## config.mk

```make
export PLATFORM = sky130hd
export DESIGN_NAME = misc_issue_ctrl_flat
export DESIGN_NICKNAME = d
export VERILOG_FILES = /design/src/rtl/misc_issue_ctrl_if.sv /design/src/rtl/misc_issue_ctrl.sv /design/src/flat_wrapper.sv
export SDC_FILE = /design/constraint.sdc
export NUM_CORES = 1
export LEC_CHECK = 0
export ABC_CLOCK_PERIOD_IN_PS = 7100
export CELL_PAD_IN_SITES_DETAIL_PLACEMENT = 1
export CELL_PAD_IN_SITES_GLOBAL_PLACEMENT = 2
export CORE_ASPECT_RATIO = 1.5
export CORE_MARGIN = 2
export CORE_UTILIZATION = 35
export DETAILED_ROUTE_END_ITERATION = 8
export MAX_ROUTING_LAYER = met4
export PLACE_DENSITY_LB_ADDON = 0.15
export SLEW_MARGIN = 20
export SYNTH_ARGS = -nofsm -noshare
export SYNTH_HDL_FRONTEND = slang
export SYNTH_SLANG_ARGS = --single-unit
```

## constraint.sdc

```tcl
create_clock -name i_clk -period 7.1 [get_ports i_clk]
set_input_delay 1.42 -clock i_clk [delete_from_list [all_inputs] [get_ports i_clk]]
set_output_delay 1.42 -clock i_clk [all_outputs]
set_load 0.02 [all_outputs]
```

## src/rtl/misc_issue_ctrl_if.sv

```systemverilog
// Shared instruction/result types and the controller's bundled port interface.
// master = dispatch/writeback/fetch side, slave = misc_issue_ctrl.
package misc_issue_pkg;
    localparam int PKG_XLEN = 32;

    typedef enum logic [1:0] {
        OP_JALR  = 2'd0,
        OP_LUI   = 2'd1,
        OP_INVAL = 2'd2
    } misc_op_e;

    typedef struct packed {
        misc_op_e              op;
        logic [4:0]            rd;
        logic [4:0]            rs1;
        logic [PKG_XLEN-1:0]   rs1_val;
        logic [PKG_XLEN-1:0]   imm;
        logic [PKG_XLEN-1:0]   pc;
    } decoded_instr_t;

    typedef struct packed {
        logic [4:0]            rd_idx;
        logic [PKG_XLEN-1:0]   rd_val;
        logic                  br_valid;
        logic [PKG_XLEN-1:0]   br_target;
    } exec_result_t;
endpackage

interface misc_issue_ctrl_if #(
    parameter int DEPTH = 4,
    parameter int XLEN  = 32
);
    import misc_issue_pkg::*;
    localparam int CW = $clog2(DEPTH + 1);

    logic            i_flush;
    logic            i_in_valid;
    logic            o_in_ready;
    decoded_instr_t  i_in_data;
    logic [4:0]      o_head_rs1;
    logic            i_head_rs1_busy;
    logic            o_issue_valid;
    decoded_instr_t  o_issue_data;
    exec_result_t    i_misc_result;
    logic            o_wb_valid;
    logic            i_wb_ready;
    logic [4:0]      o_wb_rd_idx;
    logic [XLEN-1:0] o_wb_rd_val;
    logic            o_redirect_valid;
    logic            i_redirect_ready;
    logic [XLEN-1:0] o_redirect_target;
    logic [CW-1:0]   o_count;
    logic            o_exc_valid;
    logic [XLEN-1:0] o_exc_pc;

    modport master (
        output i_flush, i_in_valid, i_in_data, i_head_rs1_busy, i_misc_result,
               i_wb_ready, i_redirect_ready,
        input  o_in_ready, o_head_rs1, o_issue_valid, o_issue_data, o_wb_valid,
               o_wb_rd_idx, o_wb_rd_val, o_redirect_valid, o_redirect_target,
               o_count, o_exc_valid, o_exc_pc
    );

    modport slave (
        input  i_flush, i_in_valid, i_in_data, i_head_rs1_busy, i_misc_result,
               i_wb_ready, i_redirect_ready,
        output o_in_ready, o_head_rs1, o_issue_valid, o_issue_data, o_wb_valid,
               o_wb_rd_idx, o_wb_rd_val, o_redirect_valid, o_redirect_target,
               o_count, o_exc_valid, o_exc_pc
    );
endinterface

```

## src/rtl/misc_issue_ctrl.sv

```systemverilog
// In-order issue queue and result/redirect sequencer for the misc unit (JALR, LUI, INVAL).
// Define MISC_CTRL_EXC_EN to turn INVAL into an illegal-instruction exception that halts issue.
module misc_issue_ctrl
    import misc_issue_pkg::*;
#(
    parameter int DEPTH = 4,
    parameter int XLEN  = PKG_XLEN
) (
    input  logic             i_clk,
    input  logic             i_rst_n,
    misc_issue_ctrl_if.slave bus
);
    localparam int PW = $clog2(DEPTH);
    localparam int CW = $clog2(DEPTH + 1);

    typedef enum logic [1:0] {
        ST_RUN,
        ST_REDIR
`ifdef MISC_CTRL_EXC_EN
        , ST_HALT
`endif
    } state_e;

    state_e          r_state, w_state_nxt;
    decoded_instr_t  r_mem [DEPTH];
    logic [PW-1:0]   r_wptr, r_rptr;
    logic [CW-1:0]   r_count;
    logic            r_wb_valid;
    logic [4:0]      r_wb_idx;
    logic [XLEN-1:0] r_wb_val;
    logic            r_redir_valid;
    logic [XLEN-1:0] r_redir_target;

    decoded_instr_t  w_head;
    logic            w_has_head, w_wb_free, w_redir_done;
    logic            w_issue, w_in_ready, w_push, w_clear, w_writes;

    assign w_head       = r_mem[r_rptr];
    assign w_has_head   = (r_count != '0);
    assign w_wb_free    = !r_wb_valid || bus.i_wb_ready;
    assign w_redir_done = r_redir_valid && bus.i_redirect_ready;

    always_ff @(posedge i_clk) begin
        if (!i_rst_n) r_state <= ST_RUN;
        else          r_state <= w_state_nxt;
    end

    always_comb begin
        w_state_nxt = r_state;
        w_issue     = 1'b0;
        w_in_ready  = 1'b0;
        case (r_state)
            ST_RUN: begin
                w_issue    = w_has_head && w_wb_free &&
                             !(w_head.op == OP_JALR && bus.i_head_rs1_busy);
                w_in_ready = (r_count < CW'(DEPTH)) || w_issue;
                if (w_issue && bus.i_misc_result.br_valid)
                    w_state_nxt = ST_REDIR;
`ifdef MISC_CTRL_EXC_EN
                else if (w_issue && w_head.op == OP_INVAL)
                    w_state_nxt = ST_HALT;
`endif
            end
            ST_REDIR: begin
                // Wrong-path beats are swallowed while fetch is being redirected.
                w_in_ready = 1'b1;
                if (w_redir_done) w_state_nxt = ST_RUN;
            end
`ifdef MISC_CTRL_EXC_EN
            ST_HALT: w_state_nxt = ST_HALT;
`endif
            default: w_state_nxt = ST_RUN;
        endcase
        if (bus.i_flush) begin
            w_state_nxt = ST_RUN;
            w_issue     = 1'b0;
            w_in_ready  = 1'b0;
        end
    end

    // A JALR issue discards everything younger, including a same-cycle dispatch beat.
    assign w_clear  = w_issue && bus.i_misc_result.br_valid;
    assign w_push   = bus.i_in_valid && w_in_ready && (r_state == ST_RUN) && !w_clear;
    assign w_writes = w_issue && (w_head.op != OP_INVAL);

    // NOTE: queue storage is not reset; count and pointers alone define which entries are live.
    always_ff @(posedge i_clk) begin
        if (w_push) r_mem[r_wptr] <= bus.i_in_data;
    end

    always_ff @(posedge i_clk) begin
        if (!i_rst_n || bus.i_flush) begin
            r_wptr         <= '0;
            r_rptr         <= '0;
            r_count        <= '0;
            r_wb_valid     <= 1'b0;
            r_wb_idx       <= '0;
            r_wb_val       <= '0;
            r_redir_valid  <= 1'b0;
            r_redir_target <= '0;
        end else begin
            if (w_clear) begin
                r_wptr  <= '0;
                r_rptr  <= '0;
                r_count <= '0;
            end else begin
                if (w_push)  r_wptr <= r_wptr + PW'(1);
                if (w_issue) r_rptr <= r_rptr + PW'(1);
                r_count <= r_count + CW'(w_push) - CW'(w_issue);
            end

            if (w_writes) begin
                r_wb_valid <= 1'b1;
                r_wb_idx   <= bus.i_misc_result.rd_idx;
                r_wb_val   <= bus.i_misc_result.rd_val;
            end else if (bus.i_wb_ready) begin
                r_wb_valid <= 1'b0;
            end

            if (w_clear) begin
                r_redir_valid  <= 1'b1;
                r_redir_target <= bus.i_misc_result.br_target;
            end else if (w_redir_done) begin
                r_redir_valid  <= 1'b0;
            end
        end
    end

`ifdef MISC_CTRL_EXC_EN
    logic            r_exc_valid;
    logic [XLEN-1:0] r_exc_pc;

    always_ff @(posedge i_clk) begin
        if (!i_rst_n || bus.i_flush) begin
            r_exc_valid <= 1'b0;
            r_exc_pc    <= '0;
        end else if (w_issue && w_head.op == OP_INVAL) begin
            r_exc_valid <= 1'b1;
            r_exc_pc    <= w_head.pc;
        end
    end

    assign bus.o_exc_valid = r_exc_valid;
    assign bus.o_exc_pc    = r_exc_pc;
`else
    assign bus.o_exc_valid = 1'b0;
    assign bus.o_exc_pc    = '0;
`endif

    assign bus.o_in_ready        = w_in_ready;
    assign bus.o_head_rs1        = w_has_head ? w_head.rs1 : 5'd0;
    assign bus.o_issue_valid     = w_issue;
    assign bus.o_issue_data      = w_has_head ? w_head : '0;
    assign bus.o_wb_valid        = r_wb_valid;
    assign bus.o_wb_rd_idx       = r_wb_idx;
    assign bus.o_wb_rd_val       = r_wb_val;
    assign bus.o_redirect_valid  = r_redir_valid;
    assign bus.o_redirect_target = r_redir_target;
    assign bus.o_count           = r_count;
endmodule

```

## src/flat_wrapper.sv

```systemverilog
// flat-port wrapper written by rule: the top's interface ports become plain ports
module misc_issue_ctrl_flat import misc_issue_pkg::*;
#(
    parameter int DEPTH = 4,
    parameter int XLEN  = PKG_XLEN
)
  (i_clk, i_rst_n, bus_i_flush, bus_i_in_valid, bus_i_in_data, bus_i_head_rs1_busy, bus_i_misc_result, bus_i_wb_ready, bus_i_redirect_ready, bus_o_in_ready, bus_o_head_rs1, bus_o_issue_valid, bus_o_issue_data, bus_o_wb_valid, bus_o_wb_rd_idx, bus_o_wb_rd_val, bus_o_redirect_valid, bus_o_redirect_target, bus_o_count, bus_o_exc_valid, bus_o_exc_pc);
  misc_issue_ctrl_if #(.DEPTH(DEPTH), .XLEN(XLEN)) bus_i ();
  input  logic i_clk;
  input  logic i_rst_n;
  input wire logic [$bits(bus_i.i_flush)-1:0] bus_i_flush;
  input wire logic [$bits(bus_i.i_in_valid)-1:0] bus_i_in_valid;
  input wire logic [$bits(bus_i.i_in_data)-1:0] bus_i_in_data;
  input wire logic [$bits(bus_i.i_head_rs1_busy)-1:0] bus_i_head_rs1_busy;
  input wire logic [$bits(bus_i.i_misc_result)-1:0] bus_i_misc_result;
  input wire logic [$bits(bus_i.i_wb_ready)-1:0] bus_i_wb_ready;
  input wire logic [$bits(bus_i.i_redirect_ready)-1:0] bus_i_redirect_ready;
  output wire logic [$bits(bus_i.o_in_ready)-1:0] bus_o_in_ready;
  output wire logic [$bits(bus_i.o_head_rs1)-1:0] bus_o_head_rs1;
  output wire logic [$bits(bus_i.o_issue_valid)-1:0] bus_o_issue_valid;
  output wire logic [$bits(bus_i.o_issue_data)-1:0] bus_o_issue_data;
  output wire logic [$bits(bus_i.o_wb_valid)-1:0] bus_o_wb_valid;
  output wire logic [$bits(bus_i.o_wb_rd_idx)-1:0] bus_o_wb_rd_idx;
  output wire logic [$bits(bus_i.o_wb_rd_val)-1:0] bus_o_wb_rd_val;
  output wire logic [$bits(bus_i.o_redirect_valid)-1:0] bus_o_redirect_valid;
  output wire logic [$bits(bus_i.o_redirect_target)-1:0] bus_o_redirect_target;
  output wire logic [$bits(bus_i.o_count)-1:0] bus_o_count;
  output wire logic [$bits(bus_i.o_exc_valid)-1:0] bus_o_exc_valid;
  output wire logic [$bits(bus_i.o_exc_pc)-1:0] bus_o_exc_pc;
  assign bus_i.i_flush = bus_i_flush;
  assign bus_i.i_in_valid = bus_i_in_valid;
  assign bus_i.i_in_data = bus_i_in_data;
  assign bus_i.i_head_rs1_busy = bus_i_head_rs1_busy;
  assign bus_i.i_misc_result = bus_i_misc_result;
  assign bus_i.i_wb_ready = bus_i_wb_ready;
  assign bus_i.i_redirect_ready = bus_i_redirect_ready;
  assign bus_o_in_ready = bus_i.o_in_ready;
  assign bus_o_head_rs1 = bus_i.o_head_rs1;
  assign bus_o_issue_valid = bus_i.o_issue_valid;
  assign bus_o_issue_data = bus_i.o_issue_data;
  assign bus_o_wb_valid = bus_i.o_wb_valid;
  assign bus_o_wb_rd_idx = bus_i.o_wb_rd_idx;
  assign bus_o_wb_rd_val = bus_i.o_wb_rd_val;
  assign bus_o_redirect_valid = bus_i.o_redirect_valid;
  assign bus_o_redirect_target = bus_i.o_redirect_target;
  assign bus_o_count = bus_i.o_count;
  assign bus_o_exc_valid = bus_i.o_exc_valid;
  assign bus_o_exc_pc = bus_i.o_exc_pc;
  misc_issue_ctrl #(.DEPTH(DEPTH), .XLEN(XLEN)) u_core (.i_clk(i_clk), .i_rst_n(i_rst_n), .bus(bus_i));
endmodule
```

# Yosys cells after proc, flatten, opt, wreduce, memory -nomap -nowiden

Memories as Yosys holds them, arrays and structs flattened. A register that Yosys moved wholly into a read port is not among the register bits.
Cells that the tools add are included.

Register bits after elaboration: 80
Memory bits (writable): 432
Bits of input ports: 185
Word-level logic and storage cells: 62
Memories kept: 1

Memories:

| memory       | words | width | read ports | clocked after memory_dff | wr ports | line                  | text |
|---|---|---|---|---|---|---|---|
| u_core.r_mem | 4     | 108   | 1          | 1                        | 1        | misc_issue_ctrl.sv:25 | `decoded_instr_t r_mem [DEPTH];` |

Add/subtract/negate cells: 4
Magnitude comparators: 1
Eq/ne operators: 4
Multiplexer cells: 17
Bitwise logic cells: 1
Reduce and logical (&&, ||, !) cells: 25

Operators by type and width:

| kind                | count |
|---|---|
| $mux 108            | 1 |
| $logic_and 1x1->1   | 10 |
| $mux 1              | 9 |
| $mux 2              | 4 |
| $mux 5              | 1 |
| $add 2x1->2 const B | 2 |
| $logic_not 1->1     | 4 |
| $logic_not 2->1     | 2 |
| $ne 2x1->1 const B  | 2 |
| $pmux 2 s2          | 1 |
| $reduce_bool 2->1   | 2 |
| $reduce_or 2->1     | 2 |
| $add 3x1->3         | 1 |
| $logic_or 1x1->1    | 3 |
| $lt 3x3->1 const B  | 1 |
| $reduce_bool 3->1   | 1 |
| $sub 3x1->3         | 1 |
| $eq 2x1->1 const B  | 1 |
| $ne 2x2->1 const B  | 1 |
| $pmux 1 s2          | 1 |
| $reduce_and 2->1    | 1 |
| $not 1->1           | 1 |

# Logic depth before layout (Yosys ltp)

Word-level depth: 12
Depth in mapped cells: 12
Gate-level depth less buffers: 11

# Worst setup path before layout

OpenSTA, ideal clock, no wires.

Kind: in2reg
Start point: in bus_i_head_rs1_busy
End point: mem u_core.r_mem[0][0] in the netlist's numbering (enable)
Arrival: 4.820 ns
Required time: 6.620 ns
Path slack: 1.800 ns
Cell stages on the path: 5
Buffers on the path: 0
Cells stage by stage: nor2b_1 a2bb2oi_2 o2111ai_1 a21boi_2 and2_1

Longest elaborated chain between the ends: 11

RTL lines:

| item                             | line                  | text |
|---|---|---|
| start: declaration               | flat_wrapper.sv:14    | `input wire logic [$bits(bus_i.i_head_rs1_busy)-1:0] bus_i_head_rs1_busy;` |
| $logic_and 1x1->1 (*)            | misc_issue_ctrl.sv:55 | `!(w_head.op == OP_JALR && bus.i_head_rs1_busy);` |
| $logic_not 1->1 (*)              | misc_issue_ctrl.sv:55 |  |
| $logic_and 1x1->1 (*)            | misc_issue_ctrl.sv:54 | `w_issue = w_has_head && w_wb_free &&` |
| $logic_or 1x1->1                 | misc_issue_ctrl.sv:56 | `w_in_ready = (r_count < CW'(DEPTH)) \|\| w_issue;` |
| $pmux 1 s2                       | misc_issue_ctrl.sv:52 | `case (r_state)` |
| $mux 1                           | misc_issue_ctrl.sv:74 | `if (bus.i_flush) begin` |
| $logic_and 1x1->1 (2 in a row)   | misc_issue_ctrl.sv:83 | `assign w_push = bus.i_in_valid && w_in_ready && (r_state == ST_RUN) && !w_clear;` |
| $logic_and 1x1->1 (*)            | misc_issue_ctrl.sv:83 |  |
| via u_core.w_push                | misc_issue_ctrl.sv:36 | `logic w_issue, w_in_ready, w_push, w_clear, w_writes;` |
| $mux 1 (*)                       | misc_issue_ctrl.sv:88 | `if (w_push) r_mem[r_wptr] <= bus.i_in_data;` |
| $mux 1 (implied by the code) (*) | misc_issue_ctrl.sv:88 |  |
| end: declaration                 | misc_issue_ctrl.sv:25 |  |

Mark *: on every way through the listed nets, which the timed path passes. The rest lies on a longest branch.

# Worst setup path in the final report

Start point: in bus_i_flush
End point: out bus_o_issue_valid

Longest elaborated chain between the ends: 1

RTL lines:

| item               | line                  | text |
|---|---|---|
| start: declaration | flat_wrapper.sv:11    | `input wire logic [$bits(bus_i.i_flush)-1:0] bus_i_flush;` |
| $mux 1             | misc_issue_ctrl.sv:74 |  |
| end: declaration   | flat_wrapper.sv:20    | `output wire logic [$bits(bus_i.o_issue_valid)-1:0] bus_o_issue_valid;` |

Every way passes these cells.

==> metrics.md <==
| Metric | Value |
|---|---|
| CP endpoint kind | `primary output` |
| Port Buf Inserts | `373` |
| Clk buf depth | `3` |
| Hold Crit Start | `u_core.bus.o_wb_rd_val[9]$_SDFFE_PP0P_` |
| Syn Area/Cell | `18.45 sq um` |
| Sequential area share after synthesis | `0.7428` |
| Setup TNS | `0 ns` |
| Hold buffer count at CTS | `0` |
| Post-route clock skew | `0.01358 ns` |
| Clk_lat worst skew | `0.58 ns` |
| EDFF count, synth | `432` |
| Async set-or-reset flop fraction in the synthesized netlist | `0` |
| Worst Path Required | `5.68 ns` |
| RSZ-0062 raised after global routing | `no` |
| Drt drc | `0` |
| CP max FO | `5` |
| DRT Wirelength | `47.96 mm` |
| Max_slew headroom | `0.3413` |
| WHS | `0.4541 ns` |
| Worst slew pin tran | `0.9881 ns` |
| Share of layout cells above drive strength 1 | `0.1400` |
| Layout area overhead | `31.09%` |
| Max-Cap Viols | `0` |
| Setup-failing EPs final | `0` |
| Total Power | `7.348 mW` |
| Chip Height | `294.2 microns` |
| Clk slew on worst S/H paths | `0.06 ns` |
| Register-to-Register Setup Slack | `2.97 ns` |
| Post-CTS setup buffers | `0` |
| Crit-path slowest cell | `nor4_1` |
| Num rows | `106` |
| Synthesized area | `19650 sq um` |
| Vias in the first global route | `11420` |
| Antenna viol nets, final | `0` |
| Worst Reg2Reg Path Length in Cells | `5` |
| Worst Hold Class | `register to register` |
| Global-route usage over all layers | `0.1695` |
| RePlAce Congestion | `0.7284` |
| Max-slew violation count | `0` |
| Largest stage delay, worst path | `0.66 ns` |
| Fmax | `0.1972 GHz` |
| Root buffer cell | `clkbuf_16` |
| Endpoint, Worst Hold | `u_core.bus.o_wb_rd_val[9]$_SDFFE_PP0P_` |
| Die X | `197.4 microns` |
| CP arrival | `3.65 ns` |
| FF+latch count, synth | `513` |
| Cell-by-cell listing of the critical path | `clkdlybuf4s50_1 -> nor4_1 -> o21ai_0 -> inv_1 -> clkdlybuf4s50_1` |
| Net count, final | `1633` |
| Cells after synthesis | `1065` |
| Core box area | `55570 sq um` |
| Pleak | `8.300 nW` |
| Grt ovf | `0` |
| Tcrit/Tclk final | `0.7142` |
| YS warnings | `0` |
| Die area | `58080 sq um` |
| Kind of critical path | `input pin to primary output` |
| DP Area | `24030 sq um` |
| Worst R2R End | `u_core.r_mem[3][105]$_DFFE_PP_` |
| Routed wire length per instance | `21.89 microns` |
| First-pass GRT wire length | `71.06 mm` |
| Final Cell Area | `25750 sq um` |
| Run status | `finished clean` |
| Drt first-iter violations | `403` |
| DPL Wire Length | `29.73 mm` |
| DP Cell Count | `2091` |
| Critical path startpoint category | `input pin` |
| Final Hold Fails | `0` |
| Initial antenna violation count | `10` |
| WHS Path Cells | `2` |
| Netlist cell types | `39` |
| Via Count | `10430` |
| PwrDens | `285.3 nW/um^2` |
| Initial core utilization | `0.3535` |
| CTS tree | `built` |
| First-pass DRT Iterations | `4` |
| Largest net degree at the start of global routing | `73` |
| Worst VDD drop | `0.0002208 V` |
| Ys flop type | `edfxtp_1` |
| H-tree levels | `2` |
| Final non-filler cell total | `2191` |
| CTS sink cnt | `513` |
| Min Tclk post-route | `5.071 ns` |
| IO Count | `407` |
| CTS Buf Count | `50` |
| Cell mode on critical path | `clkdlybuf4s50_1` |
| Vias/cell | `4.762` |
| CTS resizes | `0` |
-- critical path, delay by kind of cell --
kind | cells | cell delay, ns
buffers and inverters | 3 | 1.29
AND/OR/NAND/NOR | 1 | 0.66
AO/OA/AOI/OAI | 1 | 0.28
-- flip-flops by register name, summed over array words and instances (netlist names), named ones only --
signal / count
u_core.bus.o_wb_valid: 1
u_core.bus.o_redirect_valid: 1
u_core.bus.o_count: 3
u_core.r_state: 1
u_core.r_wptr: 2
u_core.r_rptr: 2
u_core.bus.o_wb_rd_idx: 5
u_core.r_mem: 432
u_core.bus.o_redirect_target: 32
u_core.bus.o_wb_rd_val: 32
-- power by group --
| group | internal (mW) | switching (mW) | leakage (nW) |
|---|---|---|---|
| combinational | 0.521 | 0.622 | 2.88 |
| clock | 1.64 | 1.11 | 0.824 |
| sequential | 3.40 | 0.0414 | 4.60 |
-- cell type report --
type,instances,area (sq um)
Fill cell,5303,29820
Sequential cell,513,14600
Multi-Input combinational cell,483,4617
Timing Repair Buffer,385,3899
Clock buffer,61,1356
Tap cell,702,878.3
Clock inverter,29,347.8
Inverter,8,30.03
Antenna cell,10,25.02
-- kinds of logic after synthesis --
kind of cell,share of synthesized area
other,0.0001909
and+or+nand+nor,0.06203
DFF,0.7428
xor gates and xnor gates,0.001784
AOI/OAI and AO/OA,0.01732
adders and majority gates,0.004840
muxes,0.1414
buffers and inverters,0.02961
-- how the worst max path moves through the flow --
stage / slack, ns / from / cells after the start / end
2_1_floorplan: 1.80 / bus_i_head_rs1_busy / 5 / u_core.r_mem[0][0]$_DFFE_PP_
3_3_place_gp: 2.03 / bus_i_flush / 5 / bus_o_issue_valid
3_5_place_dp: 2.01 / bus_i_flush / 5 / bus_o_issue_valid
4_1_cts: 2.00 / bus_i_flush / 5 / bus_o_issue_valid
5_1_grt: 1.83 / bus_i_flush / 5 / bus_o_issue_valid
6_report: 2.03 / bus_i_flush / 5 / bus_o_issue_valid
-- through the flow --
stage          worst slack, ns  utilization
3_5_place_dp             2.008       0.4323
6_report                 2.029       0.4635
3_3_place_gp             2.031       0.4323
5_1_grt                  1.826       0.4635
2_1_floorplan            1.800            -
4_1_cts                  2.000       0.4630
-- cell usage after synthesis, types with 2 or more instances --
library cell	instances	area share
buf_6	3	0.0017
clkbuf_1	30	0.0057
mux4_2	108	0.12
buf_2	15	0.0038
nand2_1	78	0.015
nand3_1	2	0.00051
xor2_1	2	0.00089
buf_4	43	0.016
ha_1	6	0.0038
nor2_1	39	0.0075
edfxtp_1	432	0.66
buf_1	2	0.00038
xnor2_1	2	0.00089
a21oi_1	42	0.011
dfxtp_1	81	0.083
nor2b_1	111	0.035
inv_1	8	0.0015
o21ai_0	2	0.00051
mux2i_1	33	0.017
and3_1	2	0.00064
and2_1	4	0.0013
nand2b_1	3	0.00096
-- layer usage --
metal | routed length (microns) | vias to the layer above | track usage | share of wire
met2 | 24300 | 331 | 0.2849 | 0.51
met1 | 18430 | 5277 | 0.1903 | 0.38
li1 | - | 4769 | - | -
met3 | 4326 | 56 | 0.05799 | 0.090
met5 | 0 | - | - | 0
met4 | 894 | 0 | 0.05208 | 0.019
-- cells in the final DEF (no fill, tap or decap), drive strengths merged --
| cell type | n |
|---|---|
| a21bo | 1 |
| a21boi | 1 |
| a21o | 1 |
| a21oi | 42 |
| a2bb2oi | 1 |
| a31oi | 1 |
| and2 | 4 |
| and3 | 2 |
| buf | 12 |
| bufinv | 8 |
| clkbuf | 61 |
| clkdlybuf4s50 | 373 |
| clkinv | 18 |
| clkinvlp | 3 |
| conb | 33 |
| dfxtp | 81 |
| diode | 10 |
| edfxtp | 432 |
| fa | 1 |
| ha | 6 |
| inv | 8 |
| mux2 | 1 |
| mux2i | 33 |
| mux4 | 108 |
| nand2 | 78 |
| nand2b | 3 |
| nand3 | 2 |
| nand3b | 1 |
| nor2 | 39 |
| nor2b | 111 |
| nor3 | 1 |
| nor4 | 1 |
| o2111ai | 3 |
| o211ai | 1 |
| o21a | 1 |
| o21ai | 3 |
| xnor2 | 2 |
| xor2 | 2 |
Power figures use the tool's default switching activity.
